**config.mk**
```make
export PLATFORM = sky130hd
export DESIGN_NAME = l1_mmu_line_server
export DESIGN_NICKNAME = d
export VERILOG_FILES = /design/src/rtl/l1_mmu_line_server.sv
export SDC_FILE = /design/constraint.sdc
export NUM_CORES = 1
export LEC_CHECK = 0
export CAP_MARGIN = 30
export CORE_AREA = 2 2 288 290
export CTS_CLUSTER_DIAMETER = 30
export DETAILED_ROUTE_END_ITERATION = 16
export DIE_AREA = 0 0 290 292
export MAX_ROUTING_LAYER = met4
export SYNTH_ARGS = -nofsm -noshare
export SYNTH_HDL_FRONTEND = slang
export SYNTH_SLANG_ARGS = --single-unit
```
**constraint.sdc**
```tcl
create_clock -name sys_clk -period 3 [get_ports sys_clk]
set_input_delay 0.6 -clock sys_clk [delete_from_list [all_inputs] [get_ports sys_clk]]
set_output_delay 0.6 -clock sys_clk [all_outputs]
set_load 0.1 [all_outputs]
```
**src/rtl/l1_mmu_line_server.sv**
```systemverilog
// MMU-side responder for the L1 dcache: serialises line fills and write-backs into
// 32-bit memory beats and forwards MMIO word accesses, one transaction at a time.
`timescale 1ns/1ps
module l1_mmu_line_server #(
  parameter int          LINE_WORDS   = 8,
  parameter int          MMIO_TIMEOUT = 255,
  parameter logic [31:0] TIMEOUT_DATA = 32'hDEAD_BEEF,
  parameter logic [3:0]  MMIO_REGION  = 4'hF
) (
  input  logic                     sys_clk,
  input  logic                     rst_n,
  input  logic                     l1_mmu_req_read,
  input  logic                     l1_mmu_req_write,
  input  logic [31:0]              l1_mmu_req_addr,
  input  logic [32*LINE_WORDS-1:0] l1_mmu_write_data,
  output logic                     mmu_l1_done,
  output logic [32*LINE_WORDS-1:0] mmu_l1_read_data,
  output logic                     mem_req,
  output logic                     mem_we,
  output logic [31:0]              mem_addr,
  output logic [31:0]              mem_wdata,
  input  logic                     mem_ack,
  input  logic [31:0]              mem_rdata,
  output logic                     mmio_read,
  output logic                     mmio_write,
  output logic [31:0]              mmio_addr,
  output logic [31:0]              mmio_wdata,
  input  logic                     mmio_ready,
  input  logic [31:0]              mmio_rdata,
  output logic [2:0]               dbg_state_o
);

  localparam int BW  = $clog2(LINE_WORDS);
  localparam int OFF = BW + 2;
  localparam int LW  = 32 * LINE_WORDS;
  localparam int TW  = $clog2(MMIO_TIMEOUT + 1);

  typedef enum logic [2:0] {
    IDLE     = 3'd0,
    LINE_RD  = 3'd1,
    LINE_WR  = 3'd2,
    MMIO_ACC = 3'd3,
    DONE     = 3'd4
  } state_t;

  // Handshakes: the cache holds req_read/req_write until the one-cycle done pulse;
  // mem_req/mmio strobes stay high until mem_ack/mmio_ready, which complete the
  // beat/access in the same cycle together with their read data.

  state_t          state_q, state_d;
  logic            cool_q, cool_d;
  logic            mmio_wr_q, mmio_wr_d;
  logic [31:0]     addr_q, addr_d;
  logic [LW-1:0]   wdata_q, wdata_d;
  logic [LW-1:0]   rdata_q, rdata_d;
  logic [BW-1:0]   beat_q, beat_d;
  logic [TW-1:0]   timer_q, timer_d;

  function automatic logic addr_is_mmio(input logic [31:0] a);
    return a[31:28] == MMIO_REGION;
  endfunction

  always_comb begin
    state_d     = state_q;
    cool_d      = 1'b0;
    mmio_wr_d   = mmio_wr_q;
    addr_d      = addr_q;
    wdata_d     = wdata_q;
    rdata_d     = rdata_q;
    beat_d      = beat_q;
    timer_d     = timer_q;
    mmu_l1_done = 1'b0;
    mem_req     = 1'b0;
    mem_we      = 1'b0;
    mmio_read   = 1'b0;
    mmio_write  = 1'b0;
    case (state_q)
      IDLE: begin
        // cool_q gives the cache one cycle to update its metadata after done
        if (!cool_q && (l1_mmu_req_write || l1_mmu_req_read)) begin
          addr_d    = l1_mmu_req_addr;
          wdata_d   = l1_mmu_write_data;
          beat_d    = '0;
          timer_d   = '0;
          mmio_wr_d = l1_mmu_req_write;
          if (addr_is_mmio(l1_mmu_req_addr)) state_d = MMIO_ACC;
          else if (l1_mmu_req_write)         state_d = LINE_WR;
          else                               state_d = LINE_RD;
        end
      end
      LINE_RD, LINE_WR: begin
        mem_req = 1'b1;
        mem_we  = (state_q == LINE_WR);
        if (mem_ack) begin
          if (state_q == LINE_RD) rdata_d[32*beat_q +: 32] = mem_rdata;
          beat_d = beat_q + 1'b1;
          if (beat_q == BW'(LINE_WORDS - 1)) state_d = DONE;
        end
      end
      MMIO_ACC: begin
        mmio_read  = !mmio_wr_q;
        mmio_write = mmio_wr_q;
        if (mmio_ready) begin
          rdata_d = mmio_wr_q ? '0 : {{(LW-32){1'b0}}, mmio_rdata};
          state_d = DONE;
        end else if (timer_q == TW'(MMIO_TIMEOUT)) begin
          rdata_d = mmio_wr_q ? '0 : {{(LW-32){1'b0}}, TIMEOUT_DATA};
          state_d = DONE;
        end else begin
          timer_d = timer_q + 1'b1;
        end
      end
      DONE: begin
        mmu_l1_done = 1'b1;
        cool_d      = 1'b1;
        state_d     = IDLE;
      end
      default: state_d = IDLE;
    endcase
  end

  always_ff @(posedge sys_clk or negedge rst_n) begin
    if (!rst_n) begin
      state_q   <= IDLE;
      cool_q    <= 1'b0;
      mmio_wr_q <= 1'b0;
      addr_q    <= '0;
      wdata_q   <= '0;
      rdata_q   <= '0;
      beat_q    <= '0;
      timer_q   <= '0;
    end else begin
      state_q   <= state_d;
      cool_q    <= cool_d;
      mmio_wr_q <= mmio_wr_d;
      addr_q    <= addr_d;
      wdata_q   <= wdata_d;
      rdata_q   <= rdata_d;
      beat_q    <= beat_d;
      timer_q   <= timer_d;
    end
  end

  assign mmu_l1_read_data = rdata_q;
  assign mem_addr         = {addr_q[31:OFF], beat_q, 2'b00};
  assign mem_wdata        = wdata_q[32*beat_q +: 32];
  assign mmio_addr        = addr_q;
  assign mmio_wdata       = wdata_q[31:0];
  assign dbg_state_o      = state_q;

endmodule

```
---- Word-level counts from Yosys, hierarchy flattened ----
Cells that the tools add are included.
Widths: inputs -> output; s select.
cells by class
  reduce and logical (&&, ||, !) cells .... 14
  equal/unequal tests ..................... 14
  add/subtract/negate cells ............... 3
  mux-type cells .......................... 28
  shift operators ......................... 3
operators with widths
  cell                       number
  $mux 256                   4
  $pmux 256 s2               1
  $bwmux 256                 1
  $shift 32x34->256 const A  1
  $shiftx 256x9->32          1
  $shiftx 32x34->256         1
  $mux 32                    2
  $neg 8->34                 1
  $mux 8                     3
  $mux 3                     7
  $pmux 8 s2                 1
  $ne 2x2->1 const B         6
  $reduce_and 4->1           3
  $pmux 3 s3                 1
  $add 8x1->8 const B        1
  $eq 8x8->1 const B         1
  $eq 3x2->1 const B         2
  $eq 3x3->1 const B         2
  $pmux 3 s2                 1
  $reduce_bool 2->1          3
  $mux 1                     5
  $eq 4x4->1 const B         1
  $mux 2                     2
  $add 3x1->3 const B        1
  9 further kinds            10
word-level totals
  input port bits ......................... 358
  word-level logic and storage cells ...... 70
  output and inout port bits .............. 392
  register bits ........................... 560

---- Logic depth before layout (Yosys ltp) ----
Gate-level depths: netlist of run 1.
  depth after elaboration ................. 6
  gate-level depth with buffers ........... 13
  depth with buffers taken out ............ 7

---- Worst setup path after synthesis of run 1 ----
Ideal clock, no wire load.
  path kind ............................... flip-flop to output port
  from .................................... reg state_q[1] (netlist: dbg_state_o[1])
  to ...................................... out mem_we
  path slack .............................. -1.117 ns
  required time ........................... 2.400 ns
  buffers on the path ..................... 1
  stages on the path, launching flop included .. 3
  arrival ................................. 3.517 ns
  cells stage by stage .................... dfrtp_1 > buf_2 > nor3b_1
between the ends
  cells in the longest elaborated chain, start to end .. 3
  elaborated cells between the ends (all ways) .. 4
  those cells by class .................... eq/ne: 2; mux: 1; reduce/logical: 1
RTL lines
  element                                          RTL line  source
  start: declaration                               50        state_t state_q, state_d;
  start signal: assignment                         133       state_q <= state_d;
  $eq 3x2->1 / $eq 3x1->1 (equally long branches)  77, 93
  $reduce_or 2->1                                  77        case (state_q)
  $mux 1 *                                         77
  end: declaration                                 19        output logic mem_we,
Every way passes the cells marked *; elsewhere a longest branch is shown, timed or not.

---- Worst setup path after layout of run 1 ----
  from .................................... reg beat_q[0]
  to ...................................... out mem_wdata[21]
between the ends
  cells in the longest elaborated chain, start to end .. 1
RTL lines
  element                   RTL line  source
  start: declaration        56        logic [BW-1:0] beat_q, beat_d;
  start signal: assignment  139       beat_q <= beat_d;
  $shiftx 256x9->32         146       assign mem_wdata = wdata_q[32*beat_q +: 32];
  end: declaration          21        output logic [31:0] mem_wdata,
Every way passes these cells.

==> impl_metrics.ini, run 1 <==
[outcome]
status = finished with violations
violations = negative setup slack

[setup_path]
crit_path_start_kind = register
crit_type = register to primary output
worstPathArrival_ps = 2470
r2r_cells = 8
required_ps = 2400
end_kind = primary output
rrSetupSlack_ps = 160
crit_fanout = 21

[logic_synthesis]
ys.flop_type = dfrtp_1
netlist_area_um2 = 24100
async_flop_share_pct = 100
syn_avg_cell_area_um2 = 10.6
ys_ff_latch = 560
syn_inst = 2278
ys_types = 55
yosysWarnings = 0
ys_seq_area_share_pct = 58.1
synth_edf_count = 0

[floorplanning]
rows = 105
start_util_pct = 29.6
die_height_um = 292
io_pins = 750
core-area_um2 = 81600
dieArea_um2 = 84700
die_w_um = 290

[pwr]
pwr-share-seq_pct = 22.7
power_per_cell_area_nw_per_um2 = 1350
p_clk_share_pct = 27.1
switching_share_pct = 46.8
vdd_drop_max_mv = 1.41
p_int_mw = 26.7
p_leak_nw = 18.1
p_comb_share_pct = 50.2
power_switching_mw = 23.5
p_total_mw = 50.2

[grt]
grt_overflow = 0
grt.met1_usage_pct = 26.6
gr-usage-met2_pct = 38.7
busiest_layer = met2
globalRouteMet3Util_pct = 6.74
antenna_found_initial = 17
grt_pass1_vias = 21000
grt_max_degree = 94
grt_pass1_wl_um = 140000
grt_use_total_pct = 23.0

[route]
ant_nets = 0
drt_iter0_drc = 1260
drc_errors = 0
drtPass1Iterations = 5
via_count = 20200
wl_um = 96000
vias_per_cell = 4.84
routedWlPerCell_um = 23.0

[clock_tree]
clockRootBuffer = clkbuf_16
cts_sinks = 560
insertion_delay_ps = 690
cts_buffers = 119
cts_tree = yes
cts_max_path_buffers = 3
clkTransAtPathRegs_ps = 50
htreeDepth = 3

[cells_and_area]
final_cell_area_um2 = 37200
utilization_pct = 45.6
layout_commonest_cell = nand2_1
fin_nets = 3357
synthToLayoutAreaGrowth_pct = 54.2
drive_gt1_share_pct = 28.2
final_cell_mix = 915 x nand2_1, 557 x dfrtp_1, 409 x buf_4

[place]
place.gp.congestion = 0.834
place_area_um2 = 32300
io_buffers = 747
dpl.hpwl_um = 68100

[sta]
fmax_ghz = 0.326
clock_skew_ps = 70.2
fin_crit_sh_pct = 102
slew_viol_final = 0
rsz0062_at_grt = yes
worstMarginPinSlew_ps = 977
max-slew-margin-rel_pct = 34.7
setup_ws_ps = -67.6
final_hold_viol_count = 0
fin_crit_ps = 3070
setup_viol = 26

[worst_hold_path]
hold_depth = 3
hold_class = input pin to register

[job]
drv_cap = 0
==> worst max-delay path, cell delays in order (launching register included) <==
cell and delay [ps]:
dfrtp_4 480, buf_16 220, mux4_2 560, nand2_1 180, nand2_2 120, buf_12 190
==> final timing paths <==
| kind | start | endpoint |
|---|---|---|
| worst min register to register | wdata_q[204]$_DFFE_PN0P_ | wdata_q[204]$_DFFE_PN0P_ |
| max in group asynchronous | rst_n | wdata_q[202]$_DFFE_PN0P_ |
| min in group asynchronous | rst_n | wdata_q[9]$_DFFE_PN0P_ |
| worst min-delay path | l1_mmu_write_data[0] | wdata_q[0]$_DFFE_PN0P_ |
| worst max register to register | beat_q[0]$_DFFE_PN0P_ | mmu_l1_read_data[171]$_DFFE_PN0P_ |
| worst max-delay path | beat_q[0]$_DFFE_PN0P_ | mem_wdata[21] |
==> flip-flops by register name, indices dropped and copies added (netlist names) <==
register / count
cool_q: 1
mmio_addr: 32
timer_q: 8
wdata_q: 256
mmio_wr_q: 1
mmu_l1_read_data: 256
dbg_state_o: 3
beat_q: 3
==> kinds of logic (layout without fill, tap and decap cells) <==
family	Yosys count	in the layout	share of synthesized area (%)
xor+xnor	1	1	0.0363
simple gates	1051	1051	16.9
flops	560	560	58.1
fa+ha+maj	8	8	0.415
buf+inv	266	1081	5.74
compound gates	288	288	11.0
mux	103	103	7.78
other cells	1	18	0.0155
==> power by group through the flow <==
stage | registers, mW | clock network [mW] | logic, mW
after floorplan | 14.8 | 0 | 13.7
after global placement | 11.4 | 0 | 24.3
after detailed placement | 11.5 | 0 | 24.5
after CTS | 11.4 | 13.8 | 25.3
after global routing | 11.7 | 14.2 | 26.5
final | 11.4 | 13.6 | 25.2
==> final cells by class <==
type                    instances  area (um2)
fillers                      7627       44400
flip-flops and latches        560       14000
multi-input cells            1453        9070
repair buffers                849        8410
clock buffers                 162        3360
well taps                    1070        1340
clock inverters                62         917
diodes                         16        40.0
inverters                       8        30.0
==> metrics by stage <==
| stage | hold slack, ps | cells | setup slack [ps] | TNS (ps) |
|---|---|---|---|---|
| 6_report | 433 | 4180 | -67.6 | -878 |
| 3_3_place_gp | 452 | 3920 | 258 | 0 |
| 3_5_place_dp | 457 | 3922 | 335 | 0 |
| 5_1_grt | 409 | 4178 | -147 | -3420 |
| 4_1_cts | 388 | 4160 | -144 | -3350 |
| 2_1_floorplan | 304 | 2279 | -113 | -113 |
==> synthesized netlist by cell type, drive strengths merged (3+ instances only) <==
master	count	area share (%)
a21oi	9	0.19
a22o	104	3.8
a2bb2oi	3	0.19
a32o	128	5.3
and2	3	0.078
buf	173	4.3
clkbuf	85	1.3
dfrtp	560	58
ha	8	0.41
inv	7	0.11
mux2	35	1.6
mux2i	4	0.17
mux4	64	6.0
nand2	976	15
nand3	8	0.17
nor2	35	0.57
nor3	10	0.27
o21ai	5	0.12
o2bb2ai	24	0.87
o31ai	5	0.21
or3	3	0.078
==> layer usage <==
| layer | up-vias | part of all wire (%) |
|---|---|---|
| met5 | - | 0 |
| met4 | 0 | 2.3 |
| met3 | 136 | 8.1 |
| met2 | 793 | 50 |
| met1 | 10100 | 39 |
| li1 | 9170 | - |
==> what timing repair did <==
| action | in CTS | in global routing |
|---|---|---|
| hold buffers | 1 | 0 |
| pin swaps | 1 | 1 |
| gates cloned | 8 | 1 |
| gates resized for setup | 33 | 20 |
| setup buffers | 5 | 3 |
| endpoints found under the setup margin | 33 | 32 |
| endpoints found under the hold margin | 47 | 0 |
No activity file was read; power rests on OpenSTA's default activity.
==> run 2, diff against run 1 <==
--- a/config.mk
+++ b/config.mk
@@ -5,6 +5,7 @@
 export SDC_FILE = /design/constraint.sdc
 export NUM_CORES = 1
 export LEC_CHECK = 0
+export ABC_CLOCK_PERIOD_IN_PS = 3000
 export CAP_MARGIN = 30
 export CORE_AREA = 2 2 288 290
 export CTS_CLUSTER_DIAMETER = 30
==> results of run 2 <==
Final layout, timing and power as in run 1 (identical DEF).
